[config.mk]
export PLATFORM = sky130hd
export DESIGN_NAME = fft8_twiddle_mul
export DESIGN_NICKNAME = d
export VERILOG_FILES = /design/src/rtl/fft8_twiddle_mul.sv
export SDC_FILE = /design/constraint.sdc
export NUM_CORES = 2
export LEC_CHECK = 0
export CORE_AREA = 2 2 284 286
export CTS_CLUSTER_DIAMETER = 50
export CTS_CLUSTER_SIZE = 16
export DETAILED_ROUTE_END_ITERATION = 12
export DIE_AREA = 0 0 286 288
export SLEW_MARGIN = 40
export SYNTH_ARGS = -nofsm -noshare
export SYNTH_HDL_FRONTEND = slang
export SYNTH_SLANG_ARGS = --single-unit
[constraint.sdc]
create_clock -name clk -period 10.41 [get_ports clk]
set_clock_uncertainty 0.1 [all_clocks]
set_input_delay 2.082 -clock clk [delete_from_list [all_inputs] [get_ports clk]]
set_output_delay 2.082 -clock clk [all_outputs]
set_load 0.01 [all_outputs]
[src/rtl/fft8_twiddle_mul.sv]
// Twiddle-multiply stage between radix-2 SDF butterflies of an 8-point FFT.
// Build option FFT8_TWMUL_SAT_EN: saturate the rounded result instead of wrapping it.

module fft8_twiddle_rom (
    input  logic               clk,
    input  logic [2:0]         addr,
    output logic signed [17:0] tw_re,
    output logic signed [17:0] tw_im
);

    // Registered W8^k = exp(-j*2*pi*k/8) in Q10, each component floored
    always_ff @(posedge clk) begin
        case (addr)
            3'd0: begin tw_re <=  18'sd1024; tw_im <=  18'sd0;    end
            3'd1: begin tw_re <=  18'sd724;  tw_im <= -18'sd725;  end
            3'd2: begin tw_re <=  18'sd0;    tw_im <= -18'sd1024; end
            3'd3: begin tw_re <= -18'sd725;  tw_im <= -18'sd725;  end
            3'd4: begin tw_re <= -18'sd1024; tw_im <=  18'sd0;    end
            3'd5: begin tw_re <= -18'sd725;  tw_im <=  18'sd724;  end
            3'd6: begin tw_re <=  18'sd0;    tw_im <=  18'sd1024; end
            3'd7: begin tw_re <=  18'sd724;  tw_im <=  18'sd724;  end
            default: begin tw_re <= 18'sd1024; tw_im <= 18'sd0;   end
        endcase
    end

endmodule

module fft8_twiddle_mul #(
    parameter int WIDTH = 16,
    parameter int STAGE = 1
) (
    input  logic             clk,
    input  logic             rst_n,
    input  logic             din_en,
    input  logic [WIDTH-1:0] din_re,
    input  logic [WIDTH-1:0] din_im,
    output logic             dout_en,
    output logic [WIDTH-1:0] dout_re,
    output logic [WIDTH-1:0] dout_im
);

    localparam int TW_W = 18;
    localparam int PW   = WIDTH + TW_W;
    localparam int SW   = PW + 1;
    localparam logic signed [SW-1:0] RND = {{(SW-10){1'b0}}, 10'd512};
`ifdef FFT8_TWMUL_SAT_EN
    localparam bit SAT_EN = 1'b1;
`else
    localparam bit SAT_EN = 1'b0;
`endif

    logic [2:0]              cnt_r;
    logic [2:0]              addr_s;
    logic [2:0]              addr_r;
    logic                    v0_r, v1_r, v2_r;
    logic signed [WIDTH-1:0] d0_re_r, d0_im_r, d1_re_r, d1_im_r;
    logic signed [TW_W-1:0]  tw_re_s, tw_im_s;
    logic signed [PW-1:0]    p_ac_r, p_bd_r, p_ad_r, p_bc_r;
    logic signed [SW-1:0]    sum_re_s, sum_im_s, rnd_re_s, rnd_im_s;
    logic [WIDTH-1:0]        lim_re_s, lim_im_s;

    function automatic logic [WIDTH-1:0] limit_sat(input logic signed [SW-1:0] v);
        logic [SW-WIDTH:0] top;
        top = v[SW-1:WIDTH-1];
        if ((&top) || !(|top)) begin
            limit_sat = v[WIDTH-1:0];
        end else if (v[SW-1]) begin
            limit_sat = {1'b1, {(WIDTH-1){1'b0}}};
        end else begin
            limit_sat = {1'b0, {(WIDTH-1){1'b1}}};
        end
    endfunction

    // Twiddle address from the frame position of the sample being accepted
    always_comb begin
        addr_s = 3'd0;
        if (STAGE == 1) begin
            if (cnt_r[2]) addr_s = {1'b0, cnt_r[1:0]};
            else          addr_s = 3'd0;
        end else if (STAGE == 2) begin
            if (cnt_r[1] && cnt_r[0]) addr_s = 3'd2;
            else                      addr_s = 3'd0;
        end else begin
            addr_s = 3'd0;
        end
    end

    // C0: frame counter, input capture and address register
    always_ff @(posedge clk or negedge rst_n) begin
        if (!rst_n) begin
            cnt_r   <= 3'd0;
            addr_r  <= 3'd0;
            v0_r    <= 1'b0;
            d0_re_r <= '0;
            d0_im_r <= '0;
        end else begin
            v0_r <= din_en;
            if (din_en) begin
                cnt_r   <= cnt_r + 3'd1;
                addr_r  <= addr_s;
                d0_re_r <= din_re;
                d0_im_r <= din_im;
            end
        end
    end

    fft8_twiddle_rom u_rom (
        .clk   (clk),
        .addr  (addr_r),
        .tw_re (tw_re_s),
        .tw_im (tw_im_s)
    );

    // C1/C2: align data with the ROM output, then form the four partial products
    always_ff @(posedge clk or negedge rst_n) begin
        if (!rst_n) begin
            v1_r    <= 1'b0;
            v2_r    <= 1'b0;
            d1_re_r <= '0;
            d1_im_r <= '0;
            p_ac_r  <= '0;
            p_bd_r  <= '0;
            p_ad_r  <= '0;
            p_bc_r  <= '0;
        end else begin
            v1_r    <= v0_r;
            v2_r    <= v1_r;
            d1_re_r <= d0_re_r;
            d1_im_r <= d0_im_r;
            p_ac_r  <= PW'(d1_re_r) * PW'(tw_re_s);
            p_bd_r  <= PW'(d1_im_r) * PW'(tw_im_s);
            p_ad_r  <= PW'(d1_re_r) * PW'(tw_im_s);
            p_bc_r  <= PW'(d1_im_r) * PW'(tw_re_s);
        end
    end

    // C3 datapath: combine, round half up, drop the Q10 scale, limit to WIDTH
    always_comb begin
        sum_re_s = SW'(p_ac_r) - SW'(p_bd_r);
        sum_im_s = SW'(p_ad_r) + SW'(p_bc_r);
        rnd_re_s = (sum_re_s + RND) >>> 4'd10;
        rnd_im_s = (sum_im_s + RND) >>> 4'd10;
        if (SAT_EN) begin
            lim_re_s = limit_sat(rnd_re_s);
            lim_im_s = limit_sat(rnd_im_s);
        end else begin
            lim_re_s = rnd_re_s[WIDTH-1:0];
            lim_im_s = rnd_im_s[WIDTH-1:0];
        end
    end

    // C3: output register; data holds between valid samples
    always_ff @(posedge clk or negedge rst_n) begin
        if (!rst_n) begin
            dout_en <= 1'b0;
            dout_re <= '0;
            dout_im <= '0;
        end else begin
            dout_en <= v2_r;
            if (v2_r) begin
                dout_re <= lim_re_s;
                dout_im <= lim_im_s;
            end
        end
    end

endmodule

* Word level (Yosys, flattened, before mapping)
Memory sizes are Yosys's and may differ from the RTL's. A register that Yosys moved wholly into a read port is not among the register bits.
Cells that the tools add are included.
** Storage, ports and cells
- Flip-flop bits (word level) :: 210
- Memories :: 1
- Output and inout port bits :: 33
- Input bits :: 35
- Memory bits (read-only) :: 288
- Word-level logic and storage cells :: 27
** Cells by class
- Mux-type cells :: 1
- Add/sub/neg operators :: 5
- Multipliers :: 4
** Memory list
- (name not given) :: depth 8, bits a word 36, rd ports 1, clocked after memory_dff 1, wr ports 0, RTL line 13 : case (addr)
** Operator list (number)
- $mul A16 B18 Y26 :: 4
- $add A26 B11 Y26 const B :: 2
- $add A26 B26 Y26 :: 1
- $sub A26 B26 Y26 :: 1
- $add A3 B1 Y3 const B :: 1
- $mux W2 :: 1

* Logic depth before layout (Yosys ltp)
- Depth after elaboration :: 2
- Depth in mapped cells :: 25
- Mapped depth without buffers :: 24

* Hierarchy
A second synthesis with hierarchy kept.
** Second synthesis, totals
- Cell total of the unflattened synthesis :: 4603
- Area total of the unflattened synthesis :: 43148.9 µm²
** Modules (own cells, without submodules)
- fft8_twiddle_mul :: cells each 4550, seq. area each 5230.0 µm², times used 1, area an instance 42649.7 µm²
- fft8_twiddle_rom :: cells each 53, seq. area each 160.2 µm², times used 1, area an instance 499.2 µm²

* Worst setup path before layout
Ideal clock, no wire load.
- Kind :: reg2reg
- From :: register u_rom.tw_re[17]
- To :: register p_bc_r[25]
- Required time :: 10178 ps
- Path slack :: 4261 ps
- Arrival :: 5917 ps
- Period minus slack after synthesis :: 6149 ps
- Library setup time :: 132 ps
- Cell stages (with the launch flop) :: 24
- Path buffers :: 2
- Cell sequence :: dfxtp_1 clkbuf_1 clkbuf_1 nand2_1 inv_1 fa_1 inv_1 fa_1 fa_1 inv_1 fa_1 fa_1 inv_1 fa_1 inv_1 ha_1 a211oi_1 nand2_1 a31o_2 a31oi_1 o21ai_1 o41ai_2 nand4b_1 nand4_1
** Between the ends
- Word-level cells in the longest chain between the ends :: 1
** Ends and longest elaborated chain
- start, declared :: RTL line 7 : output logic signed [17:0] tw_re,
- $mul A16 B18 Y26 :: RTL line 133 : p_bc_r <= PW'(d1_im_r) * PW'(tw_re_s);
- end signal, assigned :: RTL line 133
- end, declared :: RTL line 58 : logic signed [PW-1:0] p_ac_r, p_bd_r, p_ad_r, p_bc_r;
Every way passes these cells.
A chain may end at the register's enable or synchronous reset.

* Worst setup path after layout
Same ends and word-level chain as after synthesis.

==> load_flow_metrics.sql <==
INSERT INTO impl_metrics (metric_group, metric, value, unit) VALUES
('floorplan', 'dieWidth', '286', 'um'),
('sta', 'maxSlewViolCount', '0', ''),
('clock_tree', 'clkSinkCount', '214', ''),
('placed_design', 'buffer_ports.inserted', '67', ''),
('clock_tree', 'tritoncts.num_buffers', '35', ''),
('sta', 'finalHoldViolCount', '0', ''),
('route', 'antenna_violating_nets_post_route', '0', ''),
('final_layout', 'post_route_cells_drive_above_1_share', '5.304', '%'),
('clock_tree', 'ctsHoldBuffers', '0', ''),
('route', 'initialDrtViolationCount', '750', ''),
('setup_path', 'timing.critical_path.mode_cell', 'sky130_fd_sc_hd__fa_1', ''),
('clock_tree', 'cts_root_buffer', 'sky130_fd_sc_hd__clkbuf_16', ''),
('setup_path', 'worstSetupPathType', 'reg -> reg', ''),
('setup_path', 'critical_path.startpoint_type', 'register', ''),
('floorplan', 'core_area', '0.07964', 'sq mm'),
('yosys', 'post_synth_most_frequent_cells', 'sky130_fd_sc_hd__inv_1, sky130_fd_sc_hd__fa_1, sky130_fd_sc_hd__ha_1', ''),
('setup_path', 'crit_arrival', '6880', 'ps'),
('clock_tree', 'clkLatencyLatePin', '560', 'ps'),
('clock_tree', 'clock_slew_at_the_register_clock_pins_of_the_worst_setup_and_hold_paths', '60', 'ps'),
('setup_path', 'critical_path_required', '10720', 'ps'),
('clock_tree', 'cts_tree', 'yes', ''),
('yosys', 'yosys.cell_types.count', '72', ''),
('yosys', 'synth_nets', '4019', ''),
('setup_path', 'crit_buf_inv', '6', ''),
('yosys', 'post-synth-top-count-cell', 'sky130_fd_sc_hd__inv_1', ''),
('sta', 'setup_total_negative_slack', '0', 'ps'),
('yosys', 'syn_avg_cell_area', '10.60', 'sq um'),
('global_routing', 'grt_antenna_before_repair', '1', ''),
('route', 'avgViaCountPerCell', '4.605', ''),
('floorplan', 'num_rows', '104', ''),
('placed_design', 'dpl_cell_area', '0.03337', 'sq mm'),
('yosys', 'synthTopCellsByArea', 'sky130_fd_sc_hd__fa_1, sky130_fd_sc_hd__ha_1, sky130_fd_sc_hd__dfrtp_1', ''),
('sta', 'setup_viol', '0', ''),
('yosys', 'post_synth_edffs', '0', ''),
('flow_run', 'max-cap-violations', '0', ''),
('route', 'detail_route.wirelength', '64180', 'um'),
('clock_tree', 'ctsLongestPathBuffers', '3', ''),
('route', 'route.detailed.drc', '0', ''),
('setup_path', 'timing.critical_path.max_delay_family', 'adder cells', ''),
('route', 'route.detailed.wl_per_inst', '15.53', 'um'),
('yosys', 'ffs_latches_synth', '214', ''),
('final_layout', 'fillCellCount', '7633', ''),
('floorplan', 'num_io_pins', '68', ''),
('global_routing', 'overflow', '0', ''),
('yosys', 'synthArstFlopShare', '97.66', '%'),
('route', 'drt_pre_antenna_iters', '5', ''),
('sta', 'hold_ws', '248.3', 'ps'),
('final_layout', 'area_growth', '10.08', '%'),
('clock_tree', 'number_of_levels_in_the_clock_h_tree', '2', ''),
('yosys', 'synth_area', '0.03141', 'sq mm'),
('sta', 'grt_setup_unrepaired', 'no', ''),
('floorplan', 'initial_utilization', '39.44', '%'),
('status', 'result_of_the_run', 'completed', ''),
('final_layout', 'count_of_inserted_antenna_diode_cells', '0', ''),
('sta', 'postLayoutSetupSlackWorst', '3844', 'ps'),
('setup_path', 'worst-path-max-fanout', '35', ''),
('yosys', 'synth-seq-area-share', '16.97', '%'),
('sta', 'slew-limit-headroom', '54.58', '%'),
('final_layout', 'num-nets-final', '4102', ''),
('yosys', 'ys_warn_count', '0', ''),
('placed_design', 'hpwlAfterDp', '55910', 'um'),
('yosys', 'postSynth.topFlopCell', 'sky130_fd_sc_hd__dfrtp_1', ''),
('clock_tree', 'postCtsSetupRepairBufs', '0', ''),
('setup_path', 'timing.critical_path.to_type', 'register', ''),
('setup_path', 'critical-path-slowest-cell', 'sky130_fd_sc_hd__fa_1', ''),
('setup_path', 'largest_stage_delay_worst_path', '530', 'ps'),
('global_routing', 'grt_start_max_net_pins', '151', ''),
('yosys', 'netlist.top_cell.by_area', 'sky130_fd_sc_hd__fa_1', ''),
('floorplan', 'area_enclosed_by_the_die_boundary', '0.08237', 'sq mm'),
('sta', 'maxClockFrequency', '152.3', 'MHz'),
('global_routing', 'grt_pass1_wl', '110300', 'um');
-- cells in the final DEF, fill, tap and decap left out, types with 13 or more instances in the layout --
master                              n
sky130_fd_sc_hd__inv_1            827
sky130_fd_sc_hd__fa_1             566
sky130_fd_sc_hd__ha_1             454
sky130_fd_sc_hd__dfrtp_1          209
sky130_fd_sc_hd__nand2_1          120
sky130_fd_sc_hd__xnor2_1          120
sky130_fd_sc_hd__and2_1            84
sky130_fd_sc_hd__a21oi_1           65
sky130_fd_sc_hd__clkdlybuf4s50_1   65
sky130_fd_sc_hd__nor2_1            52
sky130_fd_sc_hd__mux2_2            50
sky130_fd_sc_hd__xor2_1            41
sky130_fd_sc_hd__o21ai_0           38
sky130_fd_sc_hd__clkbuf_16         35
sky130_fd_sc_hd__nand3_1           34
sky130_fd_sc_hd__nor3_1            33
sky130_fd_sc_hd__a21o_1            30
sky130_fd_sc_hd__o21bai_1          19
sky130_fd_sc_hd__and3_1            15
sky130_fd_sc_hd__a31oi_1           14
sky130_fd_sc_hd__o21a_1            14
sky130_fd_sc_hd__or2_2             13
-- final timing paths --
path                                                 start                      to  slack, ps  cells after the start
min in group asynchronous                            rst_n  d0_re_r[0]$_DFFE_PN0P_       1390                      1
worst max register to register  u_rom.tw_re[17]$_SDFF_PN0_    p_bc_r[25]$_DFF_PN0_       3840                     22
worst min-delay path                        v0_r$_DFF_PN0_          v1_r$_DFF_PN0_        250                      0
worst min register to register              v0_r$_DFF_PN0_          v1_r$_DFF_PN0_        250                      0
max in group asynchronous                            rst_n    p_bd_r[25]$_DFF_PN0_       7590                      3
worst max-delay path            u_rom.tw_re[17]$_SDFF_PN0_    p_bc_r[25]$_DFF_PN0_       3840                     22
-- registers in the layout (all words and copies together), names as in the netlist, 16 cells and up --
register  cells
dout_re      16
p_bc_r       26
p_ad_r       26
d1_im_r      16
dout_im      16
p_bd_r       26
d1_re_r      16
p_ac_r       26
d0_im_r      16
d0_re_r      16
-- per-layer routing --
layer  vias to the layer above  global-route usage, %  routed length, um
met5                         -                      0                 13
met2                       214                  27.94              30100
met4                         2                  3.508               1167
met3                        69                  2.013               1898
met1                      9446                  23.60              31000
li1                       9303                      -                  -
-- cell families after synthesis --
| kind of cell | Yosys count | share of synthesized area, % |
|---|---|---|
| adder cells (fa/ha/maj) | 1020 | 54.16 |
| AO/OA/AOI/OAI | 257 | 5.816 |
| XOR/XNOR | 161 | 4.489 |
| AND/OR/NAND/NOR | 403 | 6.489 |
| flip-flops | 214 | 16.97 |
| multiplexers | 51 | 1.824 |
| buffers and inverters | 858 | 10.25 |
-- through the flow --
stage / cells / util, %
global route: 4133 / 43.42
CTS: 4132 / 43.38
detailed placement: 4069 / 41.90
floorplan: 2964 / -
global placement: 4069 / 41.90
finish: 4133 / 43.42
-- cell type report --
| type | instances | area (sq um) | area share (%) |
|---|---|---|---|
| well taps | 1060 | 1326 | 3.836 |
| inverters | 828 | 3108 | 8.989 |
| repair buffers | 76 | 770.7 | 2.229 |
| flip-flops and latches | 214 | 5330 | 15.42 |
| clock buffers | 38 | 917.1 | 2.653 |
| multi-input cells | 1892 | 22860 | 66.11 |
| clock inverters | 25 | 264.0 | 0.7636 |
Power is not shown: default switching activity piles up to over one toggle a cycle in this logic, so the estimate is an artifact.
